### src/rtl/sat_alu_pkg.sv
// Shared definitions for the saturating add/subtract pipeline: op encoding,
// result flag bundle and the signed-overflow rule.
package sat_alu_pkg;

    localparam logic OP_SUB = 1'b0;
    localparam logic OP_ADD = 1'b1;

    typedef struct packed {
        logic zr;
        logic neg;
        logic ov;
    } flags_t;

    localparam flags_t FLAGS_RST = '{zr: 1'b1, neg: 1'b0, ov: 1'b0};

    // Overflow from operand signs and the sign of the wrapped result.
    function automatic logic ovf_detect(input logic op, input logic sign_a,
                                        input logic sign_b, input logic sign_r);
        if (op == OP_ADD)
            return (sign_a == sign_b) && (sign_r != sign_a);
        else
            return (sign_a != sign_b) && (sign_r != sign_a);
    endfunction

endpackage

### src/rtl/sat_flag_core.sv
// Combinational stage-2 logic: overflow detection, optional saturation and flags.
// Saturation is built only when SAT_ADDSUB_SATURATE_EN is defined.
module sat_flag_core
    import sat_alu_pkg::*;
#(
    parameter int unsigned WIDTH = 16
) (
    input  logic [WIDTH-1:0] raw,
    input  logic             sign_a,
    input  logic             sign_b,
    input  logic             op,
    output logic [WIDTH-1:0] res,
    output flags_t           flags
);

    localparam logic [WIDTH-1:0] SAT_MAX = {1'b0, {(WIDTH-1){1'b1}}};
    localparam logic [WIDTH-1:0] SAT_MIN = {1'b1, {(WIDTH-1){1'b0}}};

    logic ovf;

    always_comb begin
        ovf = ovf_detect(op, sign_a, sign_b, raw[WIDTH-1]);
        res = raw;
`ifdef SAT_ADDSUB_SATURATE_EN
        // The true result always carries the sign of in1 when overflow occurs.
        if (ovf)
            res = sign_a ? SAT_MIN : SAT_MAX;
`endif
        flags.ov  = ovf;
        flags.neg = res[WIDTH-1];
        flags.zr  = ~ovf & ~(|res);
    end

endmodule

### src/rtl/sat_addsub_pipe.sv
// Two-stage valid/ready pipelined add/subtract with overflow flags and sticky
// overflow. Define SAT_ADDSUB_SATURATE_EN to saturate overflowing results.
module sat_addsub_pipe
    import sat_alu_pkg::*;
#(
    parameter int unsigned WIDTH = 16
) (
    input  logic             clk,
    input  logic             rst,
    input  logic             in_valid,
    output logic             in_ready,
    input  logic [WIDTH-1:0] in1,
    input  logic [WIDTH-1:0] in2,
    input  logic             op,
    output logic             out_valid,
    input  logic             out_ready,
    output logic [WIDTH-1:0] out,
    output logic             zr,
    output logic             neg,
    output logic             ov,
    output logic             ov_sticky,
    input  logic             clr_sticky
);

    logic             s1_valid_q, s1_valid_d;
    logic [WIDTH-1:0] s1_raw_q, s1_raw_d;
    logic             s1_sa_q, s1_sa_d;
    logic             s1_sb_q, s1_sb_d;
    logic             s1_op_q, s1_op_d;

    logic             s2_valid_q, s2_valid_d;
    logic [WIDTH-1:0] out_q, out_d;
    flags_t           flags_q, flags_d;
    logic             sticky_q, sticky_d;

    logic             s1_load, s2_load;
    logic [WIDTH-1:0] core_res;
    flags_t           core_flags;

    sat_flag_core #(.WIDTH(WIDTH)) u_core (
        .raw    (s1_raw_q),
        .sign_a (s1_sa_q),
        .sign_b (s1_sb_q),
        .op     (s1_op_q),
        .res    (core_res),
        .flags  (core_flags)
    );

    always_comb begin
        s2_load    = ~s2_valid_q | out_ready;
        s1_load    = ~s1_valid_q | s2_load;

        s1_valid_d = s1_valid_q;
        s1_raw_d   = s1_raw_q;
        s1_sa_d    = s1_sa_q;
        s1_sb_d    = s1_sb_q;
        s1_op_d    = s1_op_q;
        s2_valid_d = s2_valid_q;
        out_d      = out_q;
        flags_d    = flags_q;

        if (s1_load) begin
            s1_valid_d = in_valid;
            if (in_valid) begin
                s1_raw_d = (op == OP_ADD) ? (in1 + in2) : (in1 - in2);
                s1_sa_d  = in1[WIDTH-1];
                s1_sb_d  = in2[WIDTH-1];
                s1_op_d  = op;
            end
        end

        // Data registers only move on a real result so they hold while idle.
        if (s2_load) begin
            s2_valid_d = s1_valid_q;
            if (s1_valid_q) begin
                out_d   = core_res;
                flags_d = core_flags;
            end
        end

        sticky_d = (sticky_q & ~clr_sticky) | (s2_load & s1_valid_q & core_flags.ov);
    end

    always_ff @(posedge clk or posedge rst) begin
        if (rst) begin
            s1_valid_q <= 1'b0;
            s1_raw_q   <= '0;
            s1_sa_q    <= 1'b0;
            s1_sb_q    <= 1'b0;
            s1_op_q    <= OP_SUB;
            s2_valid_q <= 1'b0;
            out_q      <= '0;
            flags_q    <= FLAGS_RST;
            sticky_q   <= 1'b0;
        end else begin
            s1_valid_q <= s1_valid_d;
            s1_raw_q   <= s1_raw_d;
            s1_sa_q    <= s1_sa_d;
            s1_sb_q    <= s1_sb_d;
            s1_op_q    <= s1_op_d;
            s2_valid_q <= s2_valid_d;
            out_q      <= out_d;
            flags_q    <= flags_d;
            sticky_q   <= sticky_d;
        end
    end

    assign in_ready  = s1_load;
    assign out_valid = s2_valid_q;
    assign out       = out_q;
    assign zr        = flags_q.zr;
    assign neg       = flags_q.neg;
    assign ov        = flags_q.ov;
    assign ov_sticky = sticky_q;

endmodule

### config.mk
export PLATFORM = sky130hd
export DESIGN_NAME = sat_addsub_pipe
export DESIGN_NICKNAME = d
export VERILOG_FILES = /design/src/rtl/sat_alu_pkg.sv /design/src/rtl/sat_flag_core.sv /design/src/rtl/sat_addsub_pipe.sv
export SDC_FILE = /design/constraint.sdc
export NUM_CORES = 1
export LEC_CHECK = 0
export BUFFER_PORTS_ARGS = -buffer_cell sky130_fd_sc_hd__clkbuf_2
export CAP_MARGIN = 15
export CORE_MARGIN = 3
export CORE_UTILIZATION = 40
export DETAILED_ROUTE_END_ITERATION = 16
export SYNTH_ARGS = -nofsm -noshare
export SYNTH_HDL_FRONTEND = slang
export SYNTH_SLANG_ARGS = --single-unit
### constraint.sdc
create_clock -name clk -period 2.1 [get_ports clk]
set_input_delay 0.63 -clock clk [delete_from_list [all_inputs] [get_ports clk]]
set_output_delay 0.63 -clock clk [all_outputs]
set_load 0.03 [all_outputs]
# Yosys cells after proc, flatten, opt, wreduce, memory -nomap -nowiden
# Index checks and enable logic that the tools add are counted.
[word_totals]
in_bits = 38
register_bits = 41
elab_cells = 35
[op_classes]
eq_ne = 3
n_reduce_logical = 5
n_bitwise = 12
mux = 2
add_sub_neg = 2
[op_table]
columns = ["op", "n"]
rows = [
  ["adder 16 bit", 1],
  ["2-to-1 mux 16 bit", 1],
  ["OR reduction 16 bit", 1],
  ["subtractor 16 bit", 1],
  ["NOT 1 bit", 5],
  ["bitwise AND 1 bit", 4],
  ["AND reduction 2 bit", 2],
  ["OR 1 bit", 3],
  ["logical AND 1 bit", 2],
  ["!= test 1 bit", 2],
  ["== test 1 bit", 1],
  ["2-to-1 mux 1 bit", 1],
]

# Logic depth before layout (Yosys ltp)
# Gate-level depths: netlist (run 1).
[logic_depth]
depth_word = 5
depth_mapped = 14

# By module
# A second synthesis (run 1) with hierarchy kept.
[unflattened]
cells_unflattened = 291
area_unflattened_um2 = 2797.7
[by_module_without_submodules]
columns = ["mod", "cells_per_inst", "instances", "area_each_um2"]
rows = [
  ["sat_addsub_pipe", 263, 1, 2587.5],
  ["sat_flag_core", 28, 1, 210.2],
]

# Worst setup path after synthesis (run 1)
# OpenSTA, ideal clock, no wires.
[synth_path]
kind = "input -> register"
start = "input port in2[5]"
end = "register s1_raw_q[15]"
required_ns = 2.033
path_buffers = 0
cell_stages = 10
setup_time_ns = 0.067
arrival_time_ns = 2.929
setup_slack_ns = -0.896
cell_sequence = "or4_1 > nor2_2 > a21oi_1 > xor2_1 > ha_1 > nand4_1 > nor2_1 > or3b_2 > a211oi_1 > a311o_1"
[synth_between]
elab_chain_len = 2
[synth_lines]
columns = ["item", "line", "source"]
rows = [
  ["from (decl)", "sat_addsub_pipe.sv:13", "input logic [WIDTH-1:0] in2,"],
  ["subtractor 16 bit or adder 16 bit (tied branches)", "sat_addsub_pipe.sv:65", "s1_raw_d = (op == OP_ADD) ? (in1 + in2) : (in1 - in2);"],
  ["2-to-1 mux 16 bit (*)", "sat_addsub_pipe.sv:65", ""],
  ["to (signal assigned)", "sat_addsub_pipe.sv:97", "s1_raw_q <= s1_raw_d;"],
  ["to (decl)", "sat_addsub_pipe.sv:26", "logic [WIDTH-1:0] s1_raw_q, s1_raw_d;"],
]
# Mark *: on every way between the ends. The rest lies on a longest branch, timed or not.
# A chain may end at the register's enable or synchronous reset.

# Final worst setup path (run 1)
[layout_path]
start = "input port in2[6]"
end = "register s1_raw_q[15]"
# Same word-level chain as after synthesis.

==> impl_metrics.json, run 1 <==
{
  "status": "finished with violations",
  "violations": "setup timing",
  "p_leak_nw": 1.88,
  "cts-hold-fix-buffers": 0,
  "crit_fanout": 4,
  "cts-htree-levels": 2,
  "grt_max_degree": 41,
  "cp-end-kind": "flip-flop",
  "antenna_left": 0,
  "arrival_ps": 2950,
  "fin_tns_setup_ps": -5330,
  "final_util_pct": 64.8,
  "layout.cells.non_filler": 474,
  "nNetsFinal": 456,
  "fmaxAchievable_mhz": 360,
  "cts.clk_slew.worst_paths_ps": 70,
  "drc": 0,
  "synth.net_count": 325,
  "post-route-period-util_pct": 132,
  "via_per_inst": 4.95,
  "slew_violations": 0,
  "syn_inst": 267,
  "place.gp.congestion": 0.844,
  "dieWidth_um": 86.7,
  "root_buffer": "clkbuf_8",
  "worstMarginPinSlew_ps": 483,
  "via_count": 2344,
  "clock-sinks": 40,
  "grt_overflow": 0,
  "min_path_type": "in2async",
  "crit_type": "in2reg",
  "dieArea_mm2": 0.00751,
  "min_period_ps": 2780,
  "tritoncts": "yes",
  "start_kind": "input pin",
  "cts_inserted_buffers": 5,
  "place_inst": 461,
  "diodes": 0,
  "dp_hpwl_um": 4860,
  "maxSlewHeadroom_pct": 67.8,
  "drive_gt1_share_pct": 48.4,
  "rows": 28,
  "yosysSeqAreaShare_pct": 38.5,
  "firstDrtPassIters": 4,
  "grt_pass1_wl_um": 9840,
  "ir_drop_uv": 757,
  "grt_usage_pct": 16.2,
  "io-pin-count": 60,
  "setup_viol": 11,
  "antenna_found_initial": 0,
  "hold_viol": 0,
  "crit_required_ps": 2270,
  "rsz0062_at_grt": "yes",
  "fin_ws_ps": -681,
  "power_density_mw_per_mm2": 837,
  "syn_to_final_growth_pct": 51.8,
  "synth_flop_cell": "dfrtp_1",
  "fp.dieH_um": 86.7,
  "drt_iter0_drc": 74,
  "finalPower_mw": 3.31,
  "routed_wl_um": 5960,
  "synth_edf_count": 0,
  "ys_types": 47,
  "port_buffers": 59,
  "grt_pass1_vias": 2283,
  "maxCapViolations": 0,
  "syn_avg_cell_area_um2": 9.75,
  "async_flop_share_pct": 100,
  "clock_path_buffers": 2,
  "wl_per_cell_um": 12.6,
  "yosys_warnings": 0,
  "syn-cell-area_mm2": 0.00260,
  "ys_ff_latch": 40,
  "initial_utilization_pct": 42.7,
  "skew_ps": 5.47,
  "core_mm2": 0.00610,
  "clock_latency_ps": 290
}
## cells by family (layout without fill, tap and decap cells)
kind of cell / after synthesis / count (layout) / synth area share, %
AOI/OAI and AO/OA: 64 / 64 / 15.3
muxes: 21 / 21 / 9.09
xor gates and xnor gates: 27 / 27 / 9.37
and+or+nand+nor: 81 / 81 / 15.7
DFF: 40 / 40 / 38.5
adders and majority gates: 20 / 20 / 9.90
buffers and inverters: 14 / 146 / 2.16
## final timing paths
path / startpoint / end / slack [ps] / cells past startpoint
min reg2reg: zr$_DFFE_PP1P_ / zr$_DFFE_PP1P_ / 470 / 2
min in group clk: zr$_DFFE_PP1P_ / zr$_DFFE_PP1P_ / 470 / 2
max reg2reg: s1_valid_q$_DFFE_PP0N_ / s1_raw_q[13]$_DFFE_PP0P_ / 600 / 4
min: rst / out[3]$_DFFE_PP0P_ / 420 / 3
max: in2[6] / s1_raw_q[15]$_DFFE_PP0P_ / -680 / 10
max in group asynchronous: rst / zr$_DFFE_PP1P_ / 1320 / 3
## final cells by class
| cell class | count | area (um^2) |
|---|---|---|
| Sequential cell | 40 | 1000 |
| Timing Repair Buffer | 130 | 895 |
| Tap cell | 75 | 93.8 |
| Clock inverter | 1 | 30.0 |
| Multi-Input combinational cell | 213 | 1790 |
| Clock buffer | 7 | 96.3 |
| Inverter | 8 | 47.5 |
| Fill cell | 535 | 2140 |
## power by group
group	internal, mW	switching, mW	total (mW)	leakage [nW]
Clock	0.419	0.251	0.670	0.0645
Sequential	1.00	0.157	1.16	0.483
Combinational	0.652	0.824	1.48	1.34
Total	2.08	1.23	3.31	1.88
## cells in the final DEF, fill, tap and decap left out, types with 3 or more instances in the layout
| master | count |
|---|---|
| o21bai_1 | 3 |
| nand3_1 | 4 |
| nor4_1 | 4 |
| nor3_2 | 3 |
| nor2_1 | 12 |
| a21oi_1 | 9 |
| nand2b_1 | 3 |
| a21oi_2 | 8 |
| inv_1 | 6 |
| nor2_2 | 4 |
| o21ai_2 | 4 |
| buf_4 | 67 |
| xor2_1 | 14 |
| xnor2_1 | 9 |
| mux2_1 | 19 |
| ha_1 | 16 |
| dfrtp_1 | 39 |
| clkbuf_2 | 55 |
| a211oi_2 | 3 |
| o21ai_1 | 18 |
| buf_6 | 5 |
| clkbuf_8 | 7 |
| a21o_1 | 5 |
| nand2_1 | 30 |
## synth_stat cells (2+ instances only)
master / count / area, um^2
nor3_1: 5 / 25.0
nand3_1: 4 / 20.0
xnor2_1: 10 / 87.6
mux2_2: 2 / 22.5
dfrtp_1: 39 / 976
o21bai_1: 3 / 22.5
nor2_1: 17 / 63.8
inv_1: 8 / 30.0
o21ai_0: 3 / 15.0
a21o_1: 5 / 37.5
a311o_1: 2 / 20.0
o31ai_1: 3 / 22.5
nand4_1: 2 / 12.5
a211oi_1: 4 / 30.0
clkbuf_1: 5 / 18.8
ha_1: 19 / 238
nand2b_1: 3 / 18.8
nor2b_1: 2 / 12.5
o21ai_1: 19 / 95.1
mux2_1: 19 / 214
nand2_1: 32 / 120
nor4_1: 4 / 25.0
a21oi_1: 18 / 90.1
xor2_1: 16 / 140
## stage by stage
step	setup slack, ps	hold slack [ps]	instance area, um^2
after global routing	-817	472	3950
after floorplan	-881	465	2720
after CTS	-664	439	3850
after global placement	-1120	458	3590
after detailed placement	-1130	463	3590
final	-681	421	3950
## per-layer routing
layer / global-route usage (%) / routed length (um) / vias to the layer above
met1: 21.5 / 2820 / 1063
met4: 4.96 / 92 / 0
met3: 2.28 / 259 / 8
met2: 27.3 / 2790 / 60
li1: - / - / 1213
met5: 0 / 0 / -
## state kept, by name, indices dropped and copies added, names as in the netlist
signal      count
s1_raw_q       16
s1_sb_q         1
s1_sa_q         1
s1_op_q         1
zr              1
s1_valid_q      1
out            16
out_valid       1
ov_sticky       1
ov              1
## critical path: stages
cell	delay, ps
buf_6	90
or4_4	570
nor2_4	180
a21oi_1	110
xor2_1	150
ha_1	310
nand4_1	110
nor2_2	120
or3b_4	400
a311o_1	270
## repair_timing
action / CTS / global route
gates resized for setup: 26 / 17
setup endpoints to repair: 12 / 12
pin swaps: 19 / 31
buffers inserted: 1 / 4
Power figures use the tool's default switching activity.
==> run 2: changes to the inputs <==
- CTS_CLUSTER_DIAMETER: default -> 100
- clock period: 2.1 -> 3.1 ns (I/O delays scaled with it)
==> run 2 against run 1 <==
The run still ends with setup timing left. Critical path type unchanged. Largest power group unchanged. Critical path depth grew 1. Global-route usage about the same. Worst setup slack improved by 680 ps. Via count shrank 2.7%. Non-clock buffer count down 18. Combinational power shrank 37%.
==> impl_metrics.json, run 2 (same netlist as run 1, synthesis figures left out) <==
{
  "routed_wl_um": 5930,
  "cp-end-kind": "flip-flop",
  "use_met1_pct": 23.4,
  "start_kind": "input pin",
  "seqPwrFrac_pct": 37.0,
  "clock_latency_ps": 290,
  "status": "finished with violations",
  "antenna_found_initial": 0,
  "via_count": 2280,
  "pre_cts_slack_ps": -487,
  "maxSlewHeadroom_pct": 49.2,
  "crit_fanout": 3,
  "mostFrequentLayoutCells": "clkbuf_2, buf_4, dfrtp_1",
  "cpMaxStageDelayCell": "or4_4",
  "fp.dieH_um": 86.7,
  "final_common_cell": "clkbuf_2",
  "port_buffers": 59,
  "clock_path_buffers": 2,
  "dieArea_mm2": 0.00751,
  "skew_ps": 3.48,
  "antenna_left": 0,
  "fin_ws_ps": -2.47,
  "crit_path_max_incr_delay_ps": 570,
  "grt_pass1_vias": 2222,
  "rsz0062_at_grt": "yes",
  "cp-startpoint": "in2[5]",
  "crit_required_ps": 3270,
  "io-pin-count": 60,
  "violations": "setup timing",
  "path_buf_inv": 1,
  "fin_area_mm2": 0.00364,
  "p_comb_share_pct": 43.7,
  "ir_drop_uv": 493,
  "diodes": 0,
  "p_sw_mw": 0.814,
  "holdCritStartpoint": "zr$_DFFE_PP1P_",
  "tritoncts": "yes",
  "grt_pass1_wl_um": 9900,
  "cts_inserted_buffers": 5,
  "p_leak_nw": 1.75,
  "hold_viol": 0,
  "drc": 0,
  "min_period_ps": 3100,
  "wl_per_cell_um": 13.0,
  "clock-sinks": 40,
  "crit_type": "in2reg",
  "drive_gt1_share_pct": 43.0,
  "grt_usage_pct": 16.2,
  "nNetsFinal": 438,
  "grt_max_degree": 41,
  "switching_share_pct": 38.4,
  "clockPowerShare_pct": 19.3,
  "min_path_type": "reg2reg",
  "setup_viol": 1,
  "cts-hold-fix-buffers": 0,
  "slew_violations": 0,
  "power.internal_mw": 1.31,
  "grt_overflow": 0,
  "rows": 28,
  "root_buffer": "clkbuf_8",
  "syn_to_final_growth_pct": 40.0,
  "post-route-period-util_pct": 100,
  "fmaxAchievable_mhz": 322,
  "use_met2_pct": 24.9,
  "worstMarginPinSlew_ps": 760,
  "r2r_start": "out_valid$_DFFE_PP0P_",
  "path_cells": "buf_6, or4_4, o31ai_4, xnor2_1, ha_1, a21o_1, a21o_1, a221oi_2, o21ai_1, xnor2_1, o21ai_1",
  "via_per_inst": 5.00,
  "arrival_ps": 3270,
  "firstDrtPassIters": 4,
  "maxCapViolations": 0,
  "placed_area_mm2": 0.00336,
  "fin_tns_setup_ps": -2.47,
  "initial_utilization_pct": 42.7,
  "cts.clk_slew.worst_paths_ps": 70,
  "place.gp.congestion": 0.871,
  "grtUsageMet3_pct": 2.85,
  "dp_hpwl_um": 4730,
  "top_usage_layer": "met2",
  "dieWidth_um": 86.7,
  "drt_iter0_drc": 111,
  "power_density_mw_per_mm2": 582,
  "cts-htree-levels": 2,
  "core_mm2": 0.00610,
  "crit_family": "compound AO/OA/AOI/OAI gates"
}
## run 2: final cells by class
type	instances	area, um^2
repair buffers	112	699
clock buffers	6	72.6
clock inverters	2	35.0
fillers	559	2450
well taps	75	93.8
multi-input cells	213	1710
inverters	8	30.0
flip-flops and latches	40	1000
## run 2: path summary, 6_finish.rpt
check / endpoint / slack, ps / depth (start not counted)
max in group asynchronous: zr$_DFFE_PP1P_ / 2010 / 3
max: s1_raw_q[14]$_DFFE_PP0P_ / -2 / 11
min reg2reg: zr$_DFFE_PP1P_ / 470 / 2
min: zr$_DFFE_PP1P_ / 470 / 2
min in group asynchronous: out[13]$_DFFE_PP0P_ / 730 / 3
max reg2reg: out[13]$_DFFE_PP0P_ / 1510 / 3
## run 2: through the flow
step	cells	hold slack [ps]	total power, mW	utilization (%)
2_1_floorplan	267	465	1.36	-
6_report	456	474	2.12	59.7
3_3_place_gp	445	460	1.67	55.1
3_5_place_dp	445	465	1.68	55.1
4_1_cts	454	476	2.11	57.8
5_1_grt	456	488	2.27	59.7
## run 2: routing by layer
layer	share of wire, %	wire length [um]
met1	49	2920
met3	5.6	330
met2	44	2620
met4	0.95	56
met5	0	0
## run 2: what timing repair did
action / CTS / global route
endpoints found under the setup margin: 3 / 8
resized for setup: 10 / 29
pin swaps: 4 / 19
buffers inserted: 1 / 2
hold endpoints to repair: 0 / 0
## run 2: worst min-delay path: cells and delay by family, from the launching register on
family / cells / cell delay (ps)
compound gates: 1 / 50
simple gates: 1 / 50
flops: 1 / 370
## run 2: power groups by stage
stage | Clock (mW) | Combinational (mW) | Sequential, mW
after floorplan | 0 | 0.400 | 0.956
after detailed placement | 0 | 0.884 | 0.798
after CTS | 0.421 | 0.898 | 0.787
final | 0.409 | 0.926 | 0.784
after global placement | 0 | 0.874 | 0.791
after global routing | 0.442 | 1.02 | 0.812
